## config.mk

```make
export PLATFORM = sky130hd
export DESIGN_NAME = calculadora_arbitro
export DESIGN_NICKNAME = d
export VERILOG_FILES = /design/src/rtl/calculadora_arbitro.sv
export SDC_FILE = /design/constraint.sdc
export NUM_CORES = 1
export LEC_CHECK = 0
export CAP_MARGIN = 20
export CORE_MARGIN = 2
export CORE_UTILIZATION = 35
export CTS_CLUSTER_DIAMETER = 120
export DETAILED_ROUTE_END_ITERATION = 12
export DONT_BUFFER_PORTS = 1
export GPL_ROUTABILITY_DRIVEN = 0
export GPL_TIMING_DRIVEN = 0
export PLACE_DENSITY = 0.62
export SLEW_MARGIN = 20
export SYNTH_ARGS = -nofsm -noshare
export SYNTH_HDL_FRONTEND = slang
export SYNTH_SLANG_ARGS = --single-unit
```

## constraint.sdc

```tcl
create_clock -name clk -period 2.4 [get_ports clk]
set_clock_uncertainty 0.1 [all_clocks]
set_input_delay 0.48 -clock clk [delete_from_list [all_inputs] [get_ports clk]]
set_output_delay 0.48 -clock clk [all_outputs]
set_load 0.005 [all_outputs]
```

## src/rtl/calculadora_arbitro.sv

```systemverilog
`default_nettype none
// +----------------------------------------------------------------------------+
// | calculadora_arbitro: round-robin arbiter sharing one registered calculator |
// | Revision 1.0                                                               |
// +----------------------------------------------------------------------------+
module calculadora_arbitro #(
   parameter int LARGURA = 8
) (
   input  logic               clk,
   input  logic               rst,
   input  logic [1:0]         req_valid,
   output logic [1:0]         req_ready,
   input  logic [LARGURA-1:0] entrada_A0,
   input  logic [LARGURA-1:0] entrada_B0,
   input  logic [LARGURA-1:0] entrada_A1,
   input  logic [LARGURA-1:0] entrada_B1,
   input  logic [2:0]         codigo0,
   input  logic [2:0]         codigo1,
   output logic               res_valid,
   input  logic               res_ready,
   output logic [LARGURA-1:0] saida,
   output logic               res_id,
   output logic               res_erro,
   output logic [7:0]         contagem
);

   typedef enum logic [1:0] {
      OCIOSO  = 2'd0,
      CALCULA = 2'd1,
      ENTREGA = 2'd2
   } estado_t;

   estado_t              estado_q;
   logic                 ultimo_q;
   logic [LARGURA-1:0]   a_q;
   logic [LARGURA-1:0]   b_q;
   logic [2:0]           cod_q;
   logic                 id_q;
   logic [LARGURA-1:0]   saida_q;
   logic                 res_id_q;
   logic                 res_erro_q;
   logic [7:0]           contagem_q;

   logic                 concede_d;
   logic [LARGURA-1:0]   resultado_d;
   logic                 erro_d;

   // Requester 1 wins when it is alone, or on a tie when requester 0 was served last.
   always_comb begin
      concede_d = req_valid[1] & (~req_valid[0] | ~ultimo_q);
      req_ready = 2'b00;
      if (estado_q == OCIOSO && req_valid != 2'b00) begin
         req_ready = concede_d ? 2'b10 : 2'b01;
      end
   end

   always_comb begin
      resultado_d = '0;
      erro_d      = 1'b0;
      case (cod_q)
         3'b000:  resultado_d = '0;
         3'b001:  resultado_d = a_q;
         3'b010:  resultado_d = b_q;
         3'b011:  resultado_d = a_q + b_q;
         3'b100:  resultado_d = a_q - b_q;
         default: erro_d      = 1'b1;
      endcase
   end

   always_ff @(posedge clk) begin
      if (rst) begin
         estado_q   <= OCIOSO;
         ultimo_q   <= 1'b1;
         a_q        <= '0;
         b_q        <= '0;
         cod_q      <= 3'b000;
         id_q       <= 1'b0;
         saida_q    <= '0;
         res_id_q   <= 1'b0;
         res_erro_q <= 1'b0;
         contagem_q <= 8'd0;
      end else begin
         case (estado_q)
            OCIOSO: begin
               if (req_valid != 2'b00) begin
                  ultimo_q <= concede_d;
                  id_q     <= concede_d;
                  a_q      <= concede_d ? entrada_A1 : entrada_A0;
                  b_q      <= concede_d ? entrada_B1 : entrada_B0;
                  cod_q    <= concede_d ? codigo1    : codigo0;
                  estado_q <= CALCULA;
               end
            end
            CALCULA: begin
               saida_q    <= resultado_d;
               res_id_q   <= id_q;
               res_erro_q <= erro_d;
               estado_q   <= ENTREGA;
            end
            ENTREGA: begin
               if (res_ready) begin
                  contagem_q <= contagem_q + 8'd1;
                  estado_q   <= OCIOSO;
               end
            end
            default: estado_q <= OCIOSO;
         endcase
      end
   end

   assign res_valid = (estado_q == ENTREGA);
   assign saida     = saida_q;
   assign res_id    = res_id_q;
   assign res_erro  = res_erro_q;
   assign contagem  = contagem_q;

endmodule
`default_nettype wire

```

==> impl_metrics.json <==
{
  "run_status": "finished with violations",
  "failing_checks": "setup timing",
  "n_antenna_cell": 0,
  "grt_pass1_wl_mm": 9.936,
  "layout.area.seq_um2": 835.8,
  "area_delta_synth_final_pct": 19.70,
  "critical_path_class": "flop to flop",
  "fin_crit_sh": 1.030,
  "synth_async_sr_flop_share": 0,
  "post_synth_num_cell_types": 51,
  "route.final.wire_length_mm": 6.103,
  "via_count_of_the_routed_design": 2017,
  "detail-route-antenna-nets": 0,
  "layout.filler_cells": 631,
  "drt-pass1-iter-count": 6,
  "core_region_area_mm2": 0.006241,
  "cts_tree": "built",
  "drt_iter0_markers": 195,
  "vertical_die_dimension_um": 83.70,
  "required_ns": 2.50,
  "fp-row-count": 29,
  "synth.cell_area_mm2": 0.002223,
  "antenna_found_initial": 0,
  "min_period_ns": 2.473,
  "final_critical_path_setup_slack_ns": -0.07299,
  "most_common_library_cell_in_the_layout_ignoring_fill_and_taps": "sky130_fd_sc_hd__nor2_1",
  "number_of_warnings_issued_by_yosys": 0,
  "power.share.switching": 0.3439,
  "design.portCount": 64,
  "ctsLongestPathBuffers": 2,
  "numCtsBuffers": 5,
  "clk_pin_slew_worst_paths_ns": 0.08,
  "achievable-frequency_ghz": 0.4044,
  "crit_arrival_ns": 2.57,
  "startpoint": "cod_q[1]",
  "ys.flop_type": "sky130_fd_sc_hd__dfxtp_1",
  "overflow": 0,
  "endpoint_kind": "flop",
  "final_max_slew_viol_count": 0,
  "hold_violations": 0,
  "combPwrFrac": 0.378,
  "mappedNetlistNets": 307,
  "post_synth_inst_count": 254,
  "dieArea_mm2": 0.007006,
  "pwr-share-seq": 0.400,
  "synth_area_per_cell_um2": 8.753,
  "worst_hold_slack_ns": 0.2385,
  "layout.core_utilization": 0.4264,
  "power_frac_clock": 0.221,
  "postSynthRegisterBits": 41,
  "detail_placement_hpwl_mm": 4.651,
  "postLayoutCellArea_mm2": 0.002661,
  "hp-start": "entrada_A1[3]",
  "wl_per_cell_um": 17.24,
  "clock_insertion_delay_worst_skew_ns": 0.29,
  "multi_input_comb_area_mm2": 0.001408,
  "drive_above_1_share": 0.2094,
  "hold_buffers": 0,
  "worst_slew_pin_slew_ns": 0.5851,
  "report.final.setup_viol": 3,
  "port_buffers": 0,
  "pwr_density_cell_mw_per_mm2": 750.2,
  "fin_total_pwr_mw": 1.997,
  "crit_fanout": 7,
  "cts-root-buf": "sky130_fd_sc_hd__clkbuf_8",
  "dpl-instance-area_mm2": 0.002325,
  "initial_utilization": 0.3563,
  "grt.total_usage": 0.1769,
  "largest_net_degree_at_the_start_of_global_routing": 14,
  "dr_vias_cell": 5.698,
  "max-slew-margin-rel": 0.6100,
  "cts_max_level": 2,
  "static_leakage_nw": 1.003,
  "yosysSeqAreaShare": 0.3692,
  "p_int_mw": 1.310,
  "place_ws_ns": -0.2788,
  "rr_startpoint": "cod_q[1]",
  "rsz0062_at_grt": "yes",
  "final_cell_mix": "sky130_fd_sc_hd__nor2_1, sky130_fd_sc_hd__dfxtp_1, sky130_fd_sc_hd__a222oi_1",
  "cts_num_sinks": 41,
  "die_width_um": 83.70,
  "hold_crit_class": "primary input to flop",
  "switchingPower_mw": 0.6866,
  "synth-edff-count": 0,
  "first_global_vias": 2000,
  "drc": 0,
  "cp-start-kind": "flop",
  "nNetsFinal": 329,
  "timing.max_cap.violations": 0,
  "power.ir.vdd_worst_uv": 491.9
}
[flip-flops by register name, indices dropped and copies added (netlist names), 2 cells and up]
signal    flops
a_q           8
b_q           8
contagem      8
saida         8
cod_q         3
estado_q      2
[power by group through the flow]
stage,logic [mW],registers (mW),clock network (mW)
final,0.755,0.799,0.442
after global routing,0.835,0.808,0.480
after CTS,0.672,0.798,0.457
after detailed placement,0.614,0.809,0
after global placement,0.598,0.807,0
after floorplan,0.506,0.785,0
[per-layer routing]
metal	GRT usage	routed length, µm	vias up
li1	-	-	991
met1	0.2298	2699	957
met2	0.2873	2906	62
met3	0.04946	406	7
met4	0.05132	91	0
met5	0	0	-
[cell type report]
cell class | count | area share
Tap cell | 77 | 0.03620
Clock buffer | 5 | 0.02586
Buffer | 16 | 0.03056
Timing Repair Buffer | 16 | 0.04937
Clock inverter | 3 | 0.006582
Inverter | 6 | 0.008463
Multi-Input combinational cell | 190 | 0.5289
Sequential cell | 41 | 0.3141
[final timing paths]
kind              endpoint  slack, ns  cells after the start
setup / recovery  saida[6]      -0.07                     11
hold / removal      a_q[3]       0.24                      2
setup reg to reg  saida[6]      -0.07                     11
hold reg to reg     res_id       0.37                      2
[kinds of logic (layout without fill, tap and decap cells)]
family	after synthesis	in the layout	synth area share
and+or+nand+nor	91	91	0.1975
DFF	41	41	0.3692
adders and majority gates	10	10	0.05965
AOI/OAI and AO/OA	71	71	0.2527
buffers and inverters	23	46	0.04558
xor gates and xnor gates	17	17	0.07035
muxes	1	1	0.005064
[critical path, cell delays in order, from the launching register on]
cell	delay (ns)
sky130_fd_sc_hd__dfxtp_4	0.35
sky130_fd_sc_hd__buf_6	0.12
sky130_fd_sc_hd__nor3b_4	0.22
sky130_fd_sc_hd__buf_6	0.16
sky130_fd_sc_hd__nor2_1	0.06
sky130_fd_sc_hd__xnor2_1	0.13
sky130_fd_sc_hd__ha_1	0.32
sky130_fd_sc_hd__o21a_1	0.20
sky130_fd_sc_hd__o31a_1	0.13
sky130_fd_sc_hd__o21a_1	0.22
sky130_fd_sc_hd__o21a_1	0.17
sky130_fd_sc_hd__o32ai_1	0.20
[synth_stat cells, types with 2 or more instances]
cell type / number / share of area
sky130_fd_sc_hd__xor2_1: 7 / 0.028
sky130_fd_sc_hd__o21a_1: 4 / 0.014
sky130_fd_sc_hd__o22ai_1: 3 / 0.0084
sky130_fd_sc_hd__o221ai_1: 2 / 0.0079
sky130_fd_sc_hd__buf_2: 3 / 0.0068
sky130_fd_sc_hd__or3_1: 2 / 0.0056
sky130_fd_sc_hd__and2_1: 2 / 0.0056
sky130_fd_sc_hd__nand2b_1: 3 / 0.0084
sky130_fd_sc_hd__clkbuf_1: 12 / 0.020
sky130_fd_sc_hd__dfxtp_1: 41 / 0.37
sky130_fd_sc_hd__and3_1: 3 / 0.0084
sky130_fd_sc_hd__nand3_1: 3 / 0.0068
sky130_fd_sc_hd__a22oi_1: 5 / 0.017
sky130_fd_sc_hd__nand2_1: 12 / 0.020
sky130_fd_sc_hd__o31a_1: 2 / 0.0079
sky130_fd_sc_hd__ha_1: 9 / 0.051
sky130_fd_sc_hd__or2_2: 2 / 0.0056
sky130_fd_sc_hd__a21o_1: 2 / 0.0068
sky130_fd_sc_hd__xnor2_1: 9 / 0.035
sky130_fd_sc_hd__a32oi_1: 2 / 0.0079
sky130_fd_sc_hd__o21ai_0: 8 / 0.018
sky130_fd_sc_hd__inv_1: 6 / 0.010
sky130_fd_sc_hd__a22o_1: 3 / 0.012
sky130_fd_sc_hd__o32ai_1: 2 / 0.0079
sky130_fd_sc_hd__nor2b_1: 6 / 0.017
sky130_fd_sc_hd__nor3_1: 2 / 0.0045
sky130_fd_sc_hd__a222oi_1: 19 / 0.086
sky130_fd_sc_hd__nor2_1: 47 / 0.079
sky130_fd_sc_hd__nand4_1: 2 / 0.0056
sky130_fd_sc_hd__a21oi_1: 10 / 0.023
[what timing repair did]
action | CTS | global route
setup endpoints to repair | 7 | 6
cloned | 0 | 0
buffers inserted | 9 | 7
resized for setup | 20 | 17
pin swaps | 12 | 12
hold endpoints to repair | 0 | 0
[stage by stage]
stage / setup TNS [ns] / std cells
after floorplan: 0 / 254
after global placement: -1.103 / 331
after detailed placement: -1.314 / 331
after CTS: -0.2209 / 347
after global routing: -0.7528 / 354
final: -0.2014 / 354
(Power assumes the default switching activity.)
